<file path="src/rtl/mmio_perf_tohost_pkg.sv">
`default_nettype none
// ============================================================================
// Module   : mmio_perf_tohost_pkg
// Brief    : Register offsets, pass code and run-state encoding shared by the
//            MMIO perf/tohost block and its counter sub-module.
// Revision : 1.0 - initial release
// ============================================================================
package mmio_perf_tohost_pkg;

    localparam logic [2:0] REG_TOHOST      = 3'd0;
    localparam logic [2:0] REG_CTRL        = 3'd1;
    localparam logic [2:0] REG_MCYCLE_LO   = 3'd2;
    localparam logic [2:0] REG_MCYCLE_HI   = 3'd3;
    localparam logic [2:0] REG_MINSTRET_LO = 3'd4;
    localparam logic [2:0] REG_MINSTRET_HI = 3'd5;
    localparam logic [2:0] REG_BR_PRED     = 3'd6;
    localparam logic [2:0] REG_BR_MISP     = 3'd7;

    localparam logic [31:0] PASS_CODE_DEFAULT  = 32'h0000_0777;
    localparam int          REGION_BIT_DEFAULT = 28;

    typedef enum logic [1:0] {
        ST_IDLE    = 2'd0,
        ST_RUNNING = 2'd1,
        ST_DONE    = 2'd2
    } run_state_e;

endpackage
`default_nettype wire

</file>
<file path="src/rtl/mmio_perf_tohost_perf_cnt64.sv">
`default_nettype none
// ============================================================================
// Module   : perf_cnt64
// Brief    : 64-bit event counter with clear, increment and a shadow of the
//            upper word captured whenever the lower word is read.
// Revision : 1.0 - initial release
// ============================================================================
module perf_cnt64 (
    input  logic        clk_i,
    input  logic        rst_i,
    input  logic        inc_i,
    input  logic        clr_i,
    input  logic        snap_i,
    output logic [31:0] lo_o,
    output logic [31:0] hi_shadow_o
);

    logic [63:0] cnt_q, cnt_d;
    logic [31:0] shadow_q, shadow_d;

    always_comb begin
        cnt_d    = cnt_q;
        shadow_d = shadow_q;
        // Clear has priority so a clear coinciding with an event leaves zero.
        if (clr_i) begin
            cnt_d = '0;
        end else if (inc_i) begin
            cnt_d = cnt_q + 64'd1;
        end
        if (snap_i) begin
            shadow_d = cnt_q[63:32];
        end
    end

    always_ff @(posedge clk_i) begin
        if (rst_i) begin
            cnt_q    <= '0;
            shadow_q <= '0;
        end else begin
            cnt_q    <= cnt_d;
            shadow_q <= shadow_d;
        end
    end

    assign lo_o        = cnt_q[31:0];
    assign hi_shadow_o = shadow_q;

endmodule
`default_nettype wire

</file>
<file path="src/rtl/mmio_perf_tohost.sv">
`default_nettype none
// ============================================================================
// Module   : mmio_perf_tohost
// Brief    : dbus MMIO slave capturing the end-of-test tohost store and
//            exposing cycle/instret/branch counters. Branch counters exist only
//            when PERF_BRANCH_CNT_EN is defined.
// Revision : 1.0 - initial release
// ============================================================================
module mmio_perf_tohost
    import mmio_perf_tohost_pkg::*;
#(
    parameter logic [31:0] PASS_CODE  = PASS_CODE_DEFAULT,
    parameter int          REGION_BIT = REGION_BIT_DEFAULT
) (
    input  logic        clk_i,
    input  logic        rst_i,
    input  logic [31:0] dbus_addr_i,
    input  logic        dbus_wvalid_i,
    input  logic [31:0] dbus_wdata_i,
    input  logic [3:0]  dbus_wstrb_i,
    input  logic        dbus_rvalid_i,
    output logic [31:0] dbus_rdata_o,
    output logic        dbus_rdata_v_o,
    input  logic        retire_i,
    input  logic        ctrl_tsfr_i,
    input  logic        br_misp_i,
    output logic        fini_o,
    output logic        pass_o,
    output logic [31:0] tohost_o
);

    logic        w_sel, w_wr, w_rd, w_clr, w_tohost_wr, w_cnt_en;
    logic [2:0]  w_idx;
    logic [31:0] w_cyc_lo, w_cyc_sh, w_ins_lo, w_ins_sh, w_bp, w_bm;
    logic [31:0] w_rmux;
    logic        w_unused_addr;

    run_state_e  state_q, state_d;
    logic        ctrl_en_q, ctrl_en_d;
    logic        pass_q, pass_d;
    logic [31:0] tohost_q, tohost_d;
    logic [31:0] rdata_q, rdata_d;
    logic        rdata_v_q, rdata_v_d;

    assign w_sel         = dbus_addr_i[REGION_BIT];
    assign w_idx         = dbus_addr_i[4:2];
    assign w_wr          = w_sel && dbus_wvalid_i && (dbus_wstrb_i == 4'hf);
    assign w_rd          = w_sel && dbus_rvalid_i;
    assign w_clr         = w_wr && (w_idx == REG_CTRL) && dbus_wdata_i[1];
    assign w_tohost_wr   = w_wr && (w_idx == REG_TOHOST) && (state_q != ST_DONE);
    assign w_cnt_en      = ctrl_en_q && !fini_o;
    assign w_unused_addr = ^{dbus_addr_i[31:5], dbus_addr_i[1:0]};

    perf_cnt64 u_mcycle (
        .clk_i       (clk_i),
        .rst_i       (rst_i),
        .inc_i       (w_cnt_en),
        .clr_i       (w_clr),
        .snap_i      (w_rd && (w_idx == REG_MCYCLE_LO)),
        .lo_o        (w_cyc_lo),
        .hi_shadow_o (w_cyc_sh)
    );

    perf_cnt64 u_minstret (
        .clk_i       (clk_i),
        .rst_i       (rst_i),
        .inc_i       (w_cnt_en && retire_i),
        .clr_i       (w_clr),
        .snap_i      (w_rd && (w_idx == REG_MINSTRET_LO)),
        .lo_o        (w_ins_lo),
        .hi_shadow_o (w_ins_sh)
    );

`ifdef PERF_BRANCH_CNT_EN
    logic [31:0] br_pred_q, br_pred_d, br_misp_q, br_misp_d;

    always_comb begin
        br_pred_d = br_pred_q;
        br_misp_d = br_misp_q;
        if (w_clr) begin
            br_pred_d = '0;
            br_misp_d = '0;
        end else if (w_cnt_en && ctrl_tsfr_i) begin
            br_pred_d = br_pred_q + 32'd1;
            if (br_misp_i) begin
                br_misp_d = br_misp_q + 32'd1;
            end
        end
    end

    always_ff @(posedge clk_i) begin
        if (rst_i) begin
            br_pred_q <= '0;
            br_misp_q <= '0;
        end else begin
            br_pred_q <= br_pred_d;
            br_misp_q <= br_misp_d;
        end
    end

    assign w_bp = br_pred_q;
    assign w_bm = br_misp_q;
`else
    logic w_unused_br;
    assign w_unused_br = ctrl_tsfr_i ^ br_misp_i;
    assign w_bp        = '0;
    assign w_bm        = '0;
`endif

    always_comb begin
        w_rmux = '0;
        case (w_idx)
            REG_TOHOST:      w_rmux = tohost_q;
            REG_CTRL:        w_rmux = {31'd0, ctrl_en_q};
            REG_MCYCLE_LO:   w_rmux = w_cyc_lo;
            REG_MCYCLE_HI:   w_rmux = w_cyc_sh;
            REG_MINSTRET_LO: w_rmux = w_ins_lo;
            REG_MINSTRET_HI: w_rmux = w_ins_sh;
            REG_BR_PRED:     w_rmux = w_bp;
            REG_BR_MISP:     w_rmux = w_bm;
            default:         w_rmux = '0;
        endcase
    end

    // Run state: IDLE only for the first cycle out of reset; DONE is sticky.
    always_comb begin
        state_d   = state_q;
        ctrl_en_d = ctrl_en_q;
        tohost_d  = tohost_q;
        pass_d    = pass_q;
        rdata_d   = rdata_q;
        rdata_v_d = w_rd;
        case (state_q)
            ST_IDLE:    state_d = w_tohost_wr ? ST_DONE : ST_RUNNING;
            ST_RUNNING: state_d = w_tohost_wr ? ST_DONE : ST_RUNNING;
            ST_DONE:    state_d = ST_DONE;
            default:    state_d = ST_IDLE;
        endcase
        if (w_tohost_wr) begin
            tohost_d = dbus_wdata_i;
            pass_d   = (dbus_wdata_i == PASS_CODE);
        end
        if (w_wr && (w_idx == REG_CTRL)) begin
            ctrl_en_d = dbus_wdata_i[0];
        end
        if (w_rd) begin
            rdata_d = w_rmux;
        end
    end

    always_ff @(posedge clk_i) begin
        if (rst_i) begin
            state_q   <= ST_IDLE;
            ctrl_en_q <= 1'b1;
            tohost_q  <= '0;
            pass_q    <= 1'b0;
            rdata_q   <= '0;
            rdata_v_q <= 1'b0;
        end else begin
            state_q   <= state_d;
            ctrl_en_q <= ctrl_en_d;
            tohost_q  <= tohost_d;
            pass_q    <= pass_d;
            rdata_q   <= rdata_d;
            rdata_v_q <= rdata_v_d;
        end
    end

    assign fini_o         = (state_q == ST_DONE);
    assign pass_o         = pass_q;
    assign tohost_o       = tohost_q;
    assign dbus_rdata_o   = rdata_q;
    assign dbus_rdata_v_o = rdata_v_q;

endmodule
`default_nettype wire

</file>
<file path="config.mk">
export PLATFORM = sky130hd
export DESIGN_NAME = mmio_perf_tohost
export DESIGN_NICKNAME = d
export VERILOG_FILES = /design/src/rtl/mmio_perf_tohost_pkg.sv /design/src/rtl/mmio_perf_tohost_perf_cnt64.sv /design/src/rtl/mmio_perf_tohost.sv
export SDC_FILE = /design/constraint.sdc
export NUM_CORES = 1
export LEC_CHECK = 0
export BUFFER_PORTS_ARGS = -buffer_cell sky130_fd_sc_hd__buf_2
export CELL_PAD_IN_SITES_DETAIL_PLACEMENT = 1
export CELL_PAD_IN_SITES_GLOBAL_PLACEMENT = 2
export CORE_ASPECT_RATIO = 1.25
export CORE_MARGIN = 2
export CORE_UTILIZATION = 38
export CTS_CLUSTER_SIZE = 24
export DETAILED_ROUTE_END_ITERATION = 6
export PLACE_DENSITY_LB_ADDON = 0.1
export SLEW_MARGIN = 20
export SYNTH_ARGS = -nofsm -noshare
export SYNTH_HDL_FRONTEND = slang
export SYNTH_SLANG_ARGS = --single-unit
</file>
<file path="constraint.sdc">
create_clock -name clk_i -period 3.8 [get_ports clk_i]
set_clock_uncertainty 0.2 [all_clocks]
set_input_delay 0.38 -clock clk_i [delete_from_list [all_inputs] [get_ports clk_i]]
set_output_delay 0.38 -clock clk_i [all_outputs]
set_load 0.01 [all_outputs]
</file>
[After elaboration in Yosys (flattened, before gate mapping)]
Index checks and enable logic that the tools add are counted.
Cells by class
  add/subtract/negate cells: 2
  equality and inequality tests: 12
  muxes and demuxes: 3
  reduce and logical (&&, ||, !) cells: 17
Operators by type and width (count)
  one-hot mux 32 bit (7 select lines): 1
  adder 64 x 1 -> 64 bit (second input constant): 2
  equality test 32 x 11 -> 1 bit (second input constant): 1
  equality test 3 bit (second input constant): 4
  logical AND 1 bit: 11
  equality test 3 x 2 -> 1 bit (second input constant): 2
  OR reduction 2 bit: 3
  equality test 4 bit (second input constant): 1
  one-hot mux 2 bit (2 select lines): 1
  equality test 3 x 1 -> 1 bit (second input constant): 1
  logical NOT 3 bit: 1
  equality test 2 x 1 -> 1 bit (second input constant): 1
  equality test 2 bit (second input constant): 1
  logical NOT 2 bit: 1
  2-to-1 mux 2 bit: 1
  != test 2 bit (second input constant): 1
  logical NOT 1 bit: 1
Storage, ports and cells
  bits in registers: 261
  bits of input ports: 75
  output and inout bits: 67
  logic and storage cells: 44

[Longest topological paths before layout]
Gate-level depths: netlist of run 1.
  depth after elaboration: 6
  mapped depth: 8

[By module]
Synthesis of run 1 repeated with hierarchy kept, for this count alone.
Unflattened totals
  cell total of the unflattened synthesis: 1457
  area total of the unflattened synthesis: 12653.4 µm²
Modules (own cells, without submodules)
  perf_cnt64: instances 2, cells an instance 526, area an instance 4566.9 µm², sequential area each 1921.8 µm²
  mmio_perf_tohost: instances 1, cells an instance 405, area an instance 3519.6 µm², sequential area each 1381.3 µm²

[Worst setup path before layout of run 1]
No wires, ideal clock.
  kind: input to register
  from: in dbus_addr_i[2]
  to: reg tohost_q[10] (netlist: tohost_o[10])
  setup time: 0.128 ns
  data arrival time: 2.131 ns
  required time: 3.472 ns
  slack: 1.341 ns
  stages: 7
  buffers on the path: 2
  path through: clkbuf_1 nor2_1 or4b_2 nor2_2 buf_4 mux2i_1 nor2_1
Between the ends
  longest elaborated chain between the ends: 3
RTL lines
  from (decl): RTL line mmio_perf_tohost.sv:17  | input logic [31:0] dbus_addr_i,
  logical NOT 3 bit: RTL line mmio_perf_tohost.sv:50  | assign w_tohost_wr = w_wr && (w_idx == REG_TOHOST) && (state_q != ST_DONE);
  logical AND 1 bit (2 in a row): RTL line mmio_perf_tohost.sv:50
  to (signal assigned): RTL line mmio_perf_tohost.sv:162  | tohost_q <= tohost_d;
  to (decl): RTL line mmio_perf_tohost.sv:41  | logic [31:0] tohost_q, tohost_d;
No other way between the ends.
A chain may end at the register's enable or synchronous reset.

[Worst setup path in the final report of run 1]
  from: reg u_mcycle.cnt_q[10]
  to: reg u_mcycle.cnt_q[46]
Between the ends
  longest elaborated chain between the ends: 1
RTL lines
  from (decl): RTL line mmio_perf_tohost_perf_cnt64.sv:18  | logic [63:0] cnt_q, cnt_d;
  from (signal assigned): RTL line mmio_perf_tohost_perf_cnt64.sv:40  | cnt_q <= cnt_d;
  adder 64 x 1 -> 64 bit: RTL line mmio_perf_tohost_perf_cnt64.sv:28  | cnt_d = cnt_q + 64'd1;
No other way between the ends.

==> reports/metrics.cfg, run 1 <==
[drt]
routedWlPerCell_um = 21.7
first_iter_violations = 526
drtPass1Iterations = 5
routed_wirelength_um = 43700
postRouteAntennaNets = 0
route.detailed.drc = 0
route.vias.total = 11345
via_per_inst = 5.64

[yosys]
synth_ff_type = dfxtp_1
synth.avg_cell_area_um2 = 8.29
yosysSeqAreaShare_pct = 43.0
syn_area_um2 = 12200
ys_async_sr_fraction_pct = 0
yosysWarnings = 0
synth.ff_latch_count = 261
yosysUniqueCellTypes = 53
syn_nets = 1543
synth_edf_count = 0
netlist_instances = 1466

[cells_and_area]
area_delta_synth_final_pct = 19.2
final_common_cell = dfxtp_1
fin_nets = 1656
layout-drive-gt1-share_pct = 13.6
diodes = 0
final_cell_mix = 261 x dfxtp_1, 191 x nand2_1, 164 x nor2_1
final_util_pct = 45.7

[placement]
numPortBuffers = 111
hpwl_um = 31800
place_congestion = 0.851

[grt]
grt_max_degree = 82
grt_overflow = 0
grt_antenna_before_repair = 2
grt_pass1_wl_um = 67500
grt_pass1_vias = 11599
grtUsageTotal_pct = 26.1

[power]
p_comb_share_pct = 5.3
p_int_mw = 4.64
seq_power_share_pct = 46.1
clockPowerShare_pct = 48.7
switchingPower_mw = 1.40
peakVddDrop_v = 0.000251
leakagePower_nw = 5.05
cellPowerDensity_nw_per_um2 = 417
swShare_pct = 23.2

[worst_setup_path]
cp_slowest_cell = or4_1
cpPeakStageDelay_ns = 0.73
start_kind = flip-flop
crit_top_cell = or4_1
cp_max_fo = 11
worst-path-buf-inv = 0
end_kind = flip-flop
arrival_ns = 3.19
worstPathCellList = nand3_1 > or3_4 > or4_1 > or4_1 > a21oi_1
cpLargestDelayFamily = simple AND/OR/NAND/NOR gates
cp_data_required_time_ns = 4.09
path_class = flip-flop to flip-flop

[timing]
finalHoldViolCount = 0
worstMarginPinSlew_ns = 0.956
setup_violations = 0
fmax_mhz = 345
rsz0062_at_grt = false
fin_tns_setup_ns = 0
post-route-min-period_ns = 2.90
period_share_pct = 76.4
slew_headroom_pct = 36.3
slew_viol_final = 0

[floorplan]
fp.dieH_um = 204
die_area_um2 = 33400
initial_utilization_pct = 38.3
coreArea_um2 = 31700
boundaryPins = 142
rows = 73
die_w_um = 164

[clocking]
cts_buffers = 30
cts_max_path_buffers = 3
post_cts_resized = 0
root_buffer = clkbuf_16
htree_num_levels = 1
clk-insertion-delay-late_ns = 0.56
cts_tree = done
cts_setup_buffers = 0
numClockSinks = 261
clkSlewWorstSetupHoldPaths_ns = 0.06

[status]
status = completed

[run]
maxCapViolCount = 0

[min_path]
hp-class = primary input to flip-flop

[kinds of logic (layout without fill, tap and decap cells)]
| logic type | Yosys count | after routing | share of synthesized area, % |
|---|---|---|---|
| compound gates | 259 | 259 | 12.5 |
| buf+inv | 109 | 244 | 3.56 |
| flops | 261 | 261 | 43.0 |
| mux | 101 | 101 | 8.37 |
| fa+ha+maj | 2 | 2 | 0.206 |
| simple gates | 676 | 676 | 28.2 |
| xor+xnor | 58 | 58 | 4.18 |
[cell usage after synthesis (6+ instances only)]
master / n / area [um2]
dfxtp_1: 261 / 5230
nand2_1: 191 / 717
nor2_1: 164 / 616
a21oi_1: 152 / 761
mux2i_1: 96 / 961
clkbuf_1: 77 / 289
nand3_1: 58 / 290
nand4_1: 56 / 350
or4_1: 36 / 270
xor2_1: 36 / 315
o21ai_0: 35 / 175
or3_1: 29 / 181
nor3b_1: 28 / 210
nor4_1: 28 / 175
o221ai_1: 27 / 236
o31ai_1: 25 / 188
xnor2_1: 22 / 193
and3_1: 20 / 125
nor3_1: 19 / 95.1
buf_2: 10 / 50.1
inv_1: 10 / 37.5
nand2b_1: 9 / 56.3
o211ai_1: 9 / 67.6
and4_1: 8 / 70.1
buf_1: 7 / 26.3
and2_1: 6 / 37.5
[tightest hold or removal path: stages]
cell	delay, ns
buf_4	0.14
a21oi_1	0.17
o21a_1	0.15
[worst paths after layout]
kind,start,end,slack [ns],cells past startpoint
min reg2reg,state_q[1],state_q[0],0.25,1
min,rst_i,u_minstret.cnt_q[43],0.13,3
max reg2reg,u_mcycle.cnt_q[10],u_mcycle.cnt_q[46],0.90,5
max,u_mcycle.cnt_q[10],u_mcycle.cnt_q[46],0.90,5
[per-stage QoR]
step / cells / power (mW) / setup WS [ns] / hold WS [ns] / cell area, um2
after detailed placement: 1927 / 3.14 / 0.918 / 0.245 / 13200
after global placement: 1927 / 3.13 / 0.956 / 0.227 / 13200
final: 2013 / 6.04 / 0.898 / 0.130 / 14500
after global routing: 2013 / 6.24 / 0.728 / 0.125 / 14500
after floorplan: 1466 / 3.01 / 1.34 / 0.217 / 12200
after CTS: 2013 / 6.12 / 0.871 / 0.121 / 14500
[final cells by class]
cell class | count | area, um2
clock buffers | 46 | 902
clock inverters | 8 | 92.6
fillers | 3802 | 17200
inverters | 12 | 45.0
multi-input cells | 1096 | 6520
flip-flops and latches | 261 | 5230
well taps | 412 | 515
repair buffers | 178 | 1180
[registers in the layout, summed over array words and instances, names as in the netlist]
name,count
pass_o,1
dbus_rdata_o,32
tohost_o,32
dbus_rdata_v_o,1
u_mcycle.cnt_q,64
state_q,2
u_mcycle.hi_shadow_o,32
u_minstret.hi_shadow_o,32
u_minstret.cnt_q,64
ctrl_en_q,1
[routing by layer]
metal  part of all wire (%)  wire [um]  global-route usage (%)
met5                  0.025         11                       0
met4                    4.8       2100                    12.1
met3                    3.0       1290                    2.78
met2                     51      22100                    46.2
met1                     42      18200                    31.4
[what timing repair did]
item	in CTS	in global routing
setup endpoints to repair	0	0
hold endpoints to repair	33	0
hold buffers	32	0
[power groups by stage]
stage                     Clock, mW  Combinational [mW]  Sequential (mW)
after floorplan                   0               0.161             2.85
after global placement            0               0.289             2.84
after detailed placement          0               0.293             2.84
after CTS                      3.01               0.319             2.78
after global routing           3.11               0.345             2.78
final                          2.94               0.317             2.78
No activity file was read; power rests on OpenSTA's default activity.
==> run 2, diff against run 1 <==
--- a/config.mk
+++ b/config.mk
@@ -10,7 +10,7 @@
 export CELL_PAD_IN_SITES_GLOBAL_PLACEMENT = 2
 export CORE_ASPECT_RATIO = 1.25
 export CORE_MARGIN = 2
-export CORE_UTILIZATION = 38
+export CORE_UTILIZATION = 32
 export CTS_CLUSTER_SIZE = 24
 export DETAILED_ROUTE_END_ITERATION = 6
 export PLACE_DENSITY_LB_ADDON = 0.1
==> constraint.sdc (replaced) <==
create_clock -name clk_i -period 2.55 [get_ports clk_i]
set_clock_uncertainty 0.2 [all_clocks]
set_input_delay 0.255 -clock clk_i [delete_from_list [all_inputs] [get_ports clk_i]]
set_output_delay 0.255 -clock clk_i [all_outputs]
set_load 0.01 [all_outputs]
==> run 2 against run 1 <==
  * The flow now finishes with violations (negative hold slack)
  * Setup slack got worse by 0.78 ns
  * Critical path depth unchanged
  * Die area is 18% higher
  * Sequential cell count stayed put
  * Non-clock buffer count is 90 higher
  * Total power up 54%
  * Final area rose by 6.5%
  * Clock power rose by 58%
  * Largest cell class unchanged
  * Largest power group unchanged
==> reports/metrics.cfg, run 2 (synthesis gave the netlist of run 1 again) <==
[timing]
worstMarginPinSlew_ns = 0.551  ; was 0.956 ns
post-route-min-period_ns = 2.43  ; was 2.90 ns
slew_viol_final = 0  ; unchanged
setup_violations = 0  ; unchanged
fin_tns_setup_ns = 0  ; unchanged
period_share_pct = 95.2  ; was 76.4%
rsz0062_at_grt = false  ; unchanged
fin_worst_hold_slack_ns = -0.00403  ; was 0.130 ns
finalHoldViolCount = 1  ; was 0
fmax_mhz = 412  ; was 345 MHz
slew_headroom_pct = 62.9  ; was 36.3%

[cells_and_area]
layout-drive-gt1-share_pct = 18.7  ; was 13.6%
final_common_cell = dfxtp_1  ; unchanged
final_util_pct = 41.3  ; was 45.7%
top_regs = u_mcycle.cnt_q (64), u_minstret.cnt_q (64)  ; unchanged
instances_no_fill = 2178  ; was 2,013
diodes = 0  ; unchanged
num-fill-cells = 4424  ; was 3,802
fin_nets = 1747  ; was 1,656
final_cell_mix = 261 x dfxtp_1, 191 x nand2_1, 164 x nor2_1  ; unchanged
area_delta_synth_final_pct = 26.9  ; was 19.2%

[clocking]
root_buffer = clkbuf_16  ; unchanged
clkSlewWorstSetupHoldPaths_ns = 0.06  ; about the same
cts_buffers = 31  ; was 30
cts_max_path_buffers = 3  ; unchanged
numClockSinks = 261  ; unchanged
htree_num_levels = 1  ; unchanged
cts_tree = done  ; unchanged
clk-insertion-delay-late_ns = 0.59  ; was 0.56 ns

[status]
violations = negative hold slack
status = complete, but fails checks  ; was completed

[worst_setup_path]
cp_max_fo = 6  ; was 11
r2r_cells = 5  ; unchanged
end_kind = flip-flop  ; unchanged
arrival_ns = 2.73  ; was 3.19 ns
cp_data_required_time_ns = 2.85  ; was 4.09 ns
r2r_setup_slack_ns = 0.12  ; was 0.90 ns
start_kind = flip-flop  ; unchanged
r2r-end = u_mcycle.cnt_q[46]  ; unchanged
r2r_start = u_mcycle.cnt_q[30]  ; was u_mcycle.cnt_q[10]
path_class = flip-flop to flip-flop  ; unchanged

[floorplan]
boundaryPins = 142  ; unchanged
rows = 79  ; was 73
initial_utilization_pct = 32.5  ; was 38.3%
coreArea_um2 = 37400  ; was 31,700 um2
die_area_um2 = 39600  ; was 33,400 um2
fp.dieH_um = 222  ; was 204 um
die_w_um = 178  ; was 164 um

[drt]
via_per_inst = 5.37  ; was 5.64
route.vias.total = 11697  ; was 11.3k
first_iter_violations = 462  ; was 526
routedWlPerCell_um = 21.5  ; was 21.7 um
route.detailed.drc = 0  ; unchanged
postRouteAntennaNets = 0  ; unchanged
drtPass1Iterations = 4  ; was 5
routed_wirelength_um = 46800  ; was 43,700 um

[grt]
grt_pass1_vias = 12026  ; was 11.6k
grt_overflow = 0  ; unchanged
grt_max_degree = 89  ; was 82
grt_antenna_before_repair = 1  ; was 2
grt_pass1_wl_um = 71700  ; was 67,500 um
grtUsageTotal_pct = 23.5  ; was 26.1%

[placement]
numPortBuffers = 111  ; unchanged
hpwl_um = 35100  ; was 31,800 um
place_congestion = 0.833  ; was 0.851
dp_cells = 2086  ; was 1,927

[power]
cellPowerDensity_nw_per_um2 = 603  ; was 417 nW/um2
leakagePower_nw = 5.57  ; was 5.05 nW
peakVddDrop_v = 0.000488  ; was 0.000251 V

[run]
maxCapViolCount = 0  ; unchanged

[min_path]
hp-class = primary input to flip-flop  ; unchanged
hold_depth = 3  ; unchanged
hp-start = rst_i  ; unchanged
hold-path-endpoint = tohost_o[31]  ; was u_minstret.cnt_q[43]

==> run 2: cell count changes in the layout (fill, tap and decap cells not counted), sizes merged <==
cell	delta
clkbuf	-3
inv	+1
bufinv	+2
buf	+90
clkinv	+1
==> run 2: worst max path at each step <==
stage	from	to	slack, ns	cells after the start
after floorplan	u_mcycle.cnt_q[24]	u_mcycle.cnt_q[46]	0.11	7
after global placement	u_mcycle.cnt_q[30]	u_mcycle.cnt_q[42]	0.08	5
after detailed placement	u_mcycle.cnt_q[30]	u_mcycle.cnt_q[46]	0.06	5
after CTS	u_mcycle.cnt_q[30]	u_mcycle.cnt_q[42]	0.03	5
after global routing	u_minstret.cnt_q[13]	u_minstret.cnt_q[40]	0.004	7
final	u_mcycle.cnt_q[30]	u_mcycle.cnt_q[46]	0.12	5
==> run 2: what timing repair did <==
action                                 4_1_cts  5_1_grt
endpoints found under the hold margin       36        0
setup endpoints to repair                    0       13
setup buffers                                0        5
resized for setup                            0        6
hold buffers                                32        0
==> run 2: layout make-up <==
class	count	area (um2)	share of cell area [%]
Timing Repair Buffer	268	1930	12.5
Clock buffer	43	881	5.71
Inverter	12	45.0	0.292
Tap cell	486	608	3.94
Clock inverter	12	170	1.10
Multi-Input combinational cell	1096	6560	42.5
Sequential cell	261	5230	33.9
==> run 2: layer usage <==
layer  up-vias  share of wire (%)  global-route usage, %  routed length [um]
li1       5678                  -                      -                   -
met1      5776                 41                   27.9               19400
met2       177                 52                   43.2               24500
met3        66                2.8                   2.57                1290
met4         0                3.4                   8.29                1590
met5         -                  0                      0                   0
==> run 2: worst max-delay path: stages (launching register included) <==
cell and delay (ns):
dfxtp_1 0.34, nand3_1 0.19, or4_4 0.56, or4_4 0.48
or4_1 0.42, a21oi_1 0.15
==> run 2: metrics by stage <==
| stage | worst slack, ns | power, mW | hold WS [ns] | instance area (um2) |
|---|---|---|---|---|
| final | 0.122 | 9.30 | -0.00403 | 15400 |
| after global routing | 0.00407 | 9.65 | 0.0192 | 15400 |
| after CTS | 0.0258 | 9.43 | 0.0213 | 15300 |
| after detailed placement | 0.0601 | 4.71 | 0.242 | 14000 |
| after global placement | 0.0825 | 4.70 | 0.229 | 14000 |
| after floorplan | 0.110 | 4.48 | 0.173 | 12200 |
==> run 2: power by group <==
part	switching, mW	internal [mW]	total [mW]
sequential	0.0241	4.12	4.14
clock	1.85	2.80	4.65
combinational	0.309	0.202	0.511
==> run 3, diff against run 2 <==
--- a/config.mk
+++ b/config.mk
@@ -5,12 +5,13 @@
 export SDC_FILE = /design/constraint.sdc
 export NUM_CORES = 1
 export LEC_CHECK = 0
+export ABC_AREA = 1
 export BUFFER_PORTS_ARGS = -buffer_cell sky130_fd_sc_hd__buf_2
 export CELL_PAD_IN_SITES_DETAIL_PLACEMENT = 1
 export CELL_PAD_IN_SITES_GLOBAL_PLACEMENT = 2
 export CORE_ASPECT_RATIO = 1.25
 export CORE_MARGIN = 2
-export CORE_UTILIZATION = 32
+export CORE_UTILIZATION = 29
 export CTS_CLUSTER_SIZE = 24
 export DETAILED_ROUTE_END_ITERATION = 6
 export PLACE_DENSITY_LB_ADDON = 0.1
==> run 3 against run 2 <==
  * The flow now finishes without violations
  * Synthesized cell count rose by 36%
  * Sequential cell count is the same
  * Total power grew 1.7%
==> reports/metrics.cfg, run 3 <==
[yosys]
netlist_instances = 1989  ; was 1,466
synth_ff_type = dfxtp_1  ; unchanged
synthAdderAreaFrac_pct = 0.191  ; was 0.206%
yosysSeqAreaShare_pct = 39.9  ; was 43.0%
synth_top_area_share_pct = 39.9  ; was 43.0%
synth_compound_gate_area_share_pct = 16.2  ; was 12.5%
synth_most_common_cell = nand2_1  ; was dfxtp_1
synth-simple-area-share_pct = 34.1  ; was 28.2%
syn_nets = 2066  ; was 1,543
synth.avg_cell_area_um2 = 6.59  ; was 8.29 um2
synth_area_leader_cell = dfxtp_1  ; unchanged
ys_top_cells_by_area = dfxtp_1 40%, nand2_1 15%, nor2_1 8.5%  ; was dfxtp_1 43%, mux2i_1 7.9%, a21oi_1 6.3%
ys_async_sr_fraction_pct = 0  ; unchanged
synth_top_family_by_area = simple AND/OR/NAND/NOR gates  ; unchanged
yosysWarnings = 0  ; unchanged
synthTopCellsByCount = 507 x nand2_1, 297 x nor2_1, 261 x dfxtp_1, 192 x inv_1, 188 x a21oi_1  ; was 261 x dfxtp_1, 191 x nand2_1, 164 x nor2_1, 152 x a21oi_1, 96 x mux2i_1
synth.ff_latch_count = 261  ; unchanged
yosysUniqueCellTypes = 43  ; was 53
syn_area_um2 = 13100  ; was 12,200 um2
yosys.area_share.xor_xnor_pct = 1.60  ; was 4.18%
synth.area.mux_share_pct = 0  ; was 8.37%
synth_edf_count = 0  ; unchanged

[grt]
grt_antenna_before_repair = 2  ; was 1
grt_max_degree = 62  ; was 89
grt_overflow = 0  ; unchanged
grtUsageTotal_pct = 23.9  ; was 23.5%
grt_pass1_vias = 13795  ; was 12.0k
grt_pass1_wl_um = 86000  ; was 71,700 um

[clocking]
numClockSinks = 261  ; unchanged
cts_tree = done  ; unchanged
htree_num_levels = 1  ; unchanged
clkSlewWorstSetupHoldPaths_ns = 0.06  ; about the same
cts_max_path_buffers = 3  ; unchanged
clk-insertion-delay-late_ns = 0.58  ; was 0.59 ns
root_buffer = clkbuf_16  ; unchanged
cts_setup_buffers = 0  ; unchanged
cts_buffers = 31  ; unchanged

[power]
seq_power_share_pct = 43.8  ; was 44.5%
cellPowerDensity_nw_per_um2 = 593  ; was 603 nW/um2
leakagePower_nw = 6.00  ; was 5.57 nW
clockPowerShare_pct = 51.1  ; was 50.0%
p_comb_share_pct = 5.0  ; was 5.5%
peakVddDrop_v = 0.000500  ; was 0.000488 V
p_int_mw = 7.22  ; was 7.11 mW
switchingPower_mw = 2.24  ; was 2.19 mW
swShare_pct = 23.7  ; was 23.5%

[timing]
slew_viol_final = 0  ; unchanged
setup_ws_ns = 0.227  ; was 0.122 ns
worstMarginPinSlew_ns = 0.753  ; was 0.551 ns
finalHoldViolCount = 0  ; was 1
fin_worst_hold_slack_ns = 0.0859  ; was -0.00403 ns
post-route-min-period_ns = 2.32  ; was 2.43 ns
period_share_pct = 91.1  ; was 95.2%
slew_headroom_pct = 49.8  ; was 62.9%
rsz0062_at_grt = false  ; unchanged
setup_violations = 0  ; unchanged
fin_tns_setup_ns = 0  ; unchanged
fmax_mhz = 430  ; was 412 MHz

[drt]
route.vias.total = 13654  ; was 11.7k
via_per_inst = 4.97  ; was 5.37
drtPass1Iterations = 5  ; was 4
route.detailed.drc = 0  ; unchanged
first_iter_violations = 624  ; was 462
routed_wirelength_um = 56900  ; was 46,800 um
postRouteAntennaNets = 0  ; unchanged
routedWlPerCell_um = 20.7  ; was 21.5 um

[floorplan]
die_w_um = 194  ; was 178 um
rows = 87  ; was 79
initial_utilization_pct = 29.2  ; was 32.5%
boundaryPins = 142  ; unchanged
die_area_um2 = 46900  ; was 39,600 um2
fp.dieH_um = 242  ; was 222 um
coreArea_um2 = 44800  ; was 37,400 um2

[run]
maxCapViolCount = 0  ; unchanged

[cells_and_area]
top_regs = u_mcycle.cnt_q (64), u_minstret.cnt_q (64)  ; unchanged
diodes = 0  ; unchanged
seqCellArea_um2 = 5230  ; unchanged
final_cell_mix = 506 x nand2_1, 295 x nor2_1, 261 x dfxtp_1  ; was 261 x dfxtp_1, 191 x nand2_1, 164 x nor2_1
num-fill-cells = 5728  ; was 4,424
final_common_cell = nand2_1  ; was dfxtp_1
final_util_pct = 35.5  ; was 41.3%
layout-drive-gt1-share_pct = 12.0  ; was 18.7%
multi_input_area_um2 = 6860  ; was 6560 um2
area_delta_synth_final_pct = 21.6  ; was 26.9%
fin_nets = 2221  ; was 1,747

[placement]
place_congestion = 0.842  ; was 0.833
numPortBuffers = 111  ; unchanged
pre_cts_ws_ns = 0.190  ; was 0.0601 ns
hpwl_um = 45100  ; was 35,100 um

[worst_setup_path]
arrival_ns = 2.59  ; was 2.73 ns
end_kind = flip-flop  ; unchanged
worstPathCellList = ha_1 > nand2_1 > nor2_1 > nand2_1 > nor2_1 > nand2_1 > nor2_1 > nand2_1 > nand2_1 > a21oi_1  ; was nand3_1 > or4_4 > or4_4 > or4_1 > a21oi_1
start_kind = flip-flop  ; unchanged
path_class = flip-flop to flip-flop  ; unchanged
cp_slowest_cell = dfxtp_1  ; was or4_4
cp_data_required_time_ns = 2.81  ; was 2.85 ns
crit_top_cell = nand2_1  ; was or4_4
cpPeakStageDelay_ns = 0.43  ; was 0.56 ns
cp_max_fo = 5  ; was 6

[min_path]
hp-class = primary input to flip-flop  ; unchanged

[status]
status = completed  ; was complete, but fails checks

[run 3: layout make-up]
type / instances / share of cell area [%]
multi-input combinational: 1461 / 43.0
sequential: 261 / 32.8
timing repair buffer: 191 / 8.18
clock buffer: 38 / 5.28
inverter: 198 / 4.66
tap: 578 / 4.54
clock inverter: 18 / 1.54
[run 3: metal layers]
layer  track usage [%]  up-vias  routed length [um]
met5                 0        -                  12
met4              6.44        2                1470
met3              2.64       64                2220
met2              42.6      263               27900
met1              30.3     6567               25300
li1                  -     6758                   -
[run 3: power by group through the flow]
stage	Clock (mW)	Sequential (mW)	Combinational, mW
after floorplan	0	4.23	0.224
after global placement	0	4.23	0.435
after detailed placement	0	4.23	0.438
after CTS	4.96	4.14	0.481
after global routing	5.14	4.15	0.525
final	4.84	4.14	0.477
[run 3: repair_timing]
action / 4_1_cts / 5_1_grt
endpoints found under the setup margin: 0 / 2
hold buffers: 34 / 0
endpoints found under the hold margin: 47 / 0
resized for setup: 0 / 1
[run 3: stage by stage]
| stage | total power [mW] | area, um2 | instances |
|---|---|---|---|
| after floorplan | 4.45 | 13100 | 1989 |
| after global placement | 4.67 | 14500 | 2655 |
| after detailed placement | 4.67 | 14500 | 2655 |
| after CTS | 9.58 | 15900 | 2745 |
| after global routing | 9.81 | 15900 | 2745 |
| final | 9.46 | 15900 | 2745 |
[run 3: critical path, delay by kind of cell, from the launching register on]
family,cells,cell delay (ns)
AND/OR/NAND/NOR,8,1.31
flip-flops,1,0.43
adder cells (fa/ha/maj),1,0.21
AO/OA/AOI/OAI,1,0.05
[run 3: logic make-up after synthesis]
| family | Yosys count |
|---|---|
| AOI/OAI and AO/OA | 394 |
| xor gates and xnor gates | 24 |
| adders and majority gates | 2 |
| buffers and inverters | 267 |
| DFF | 261 |
| and+or+nand+nor | 1041 |
[run 3: path summary, 6_finish.rpt]
check | from | end | slack, ns | cells after the start
hold reg to reg | u_minstret.hi_shadow_o[11] | u_minstret.hi_shadow_o[11] | 0.26 | 2
hold / removal | dbus_rvalid_i | u_mcycle.hi_shadow_o[21] | 0.09 | 4
setup / recovery | u_mcycle.cnt_q[1] | u_mcycle.cnt_q[56] | 0.23 | 10
setup reg to reg | u_mcycle.cnt_q[1] | u_mcycle.cnt_q[56] | 0.23 | 10
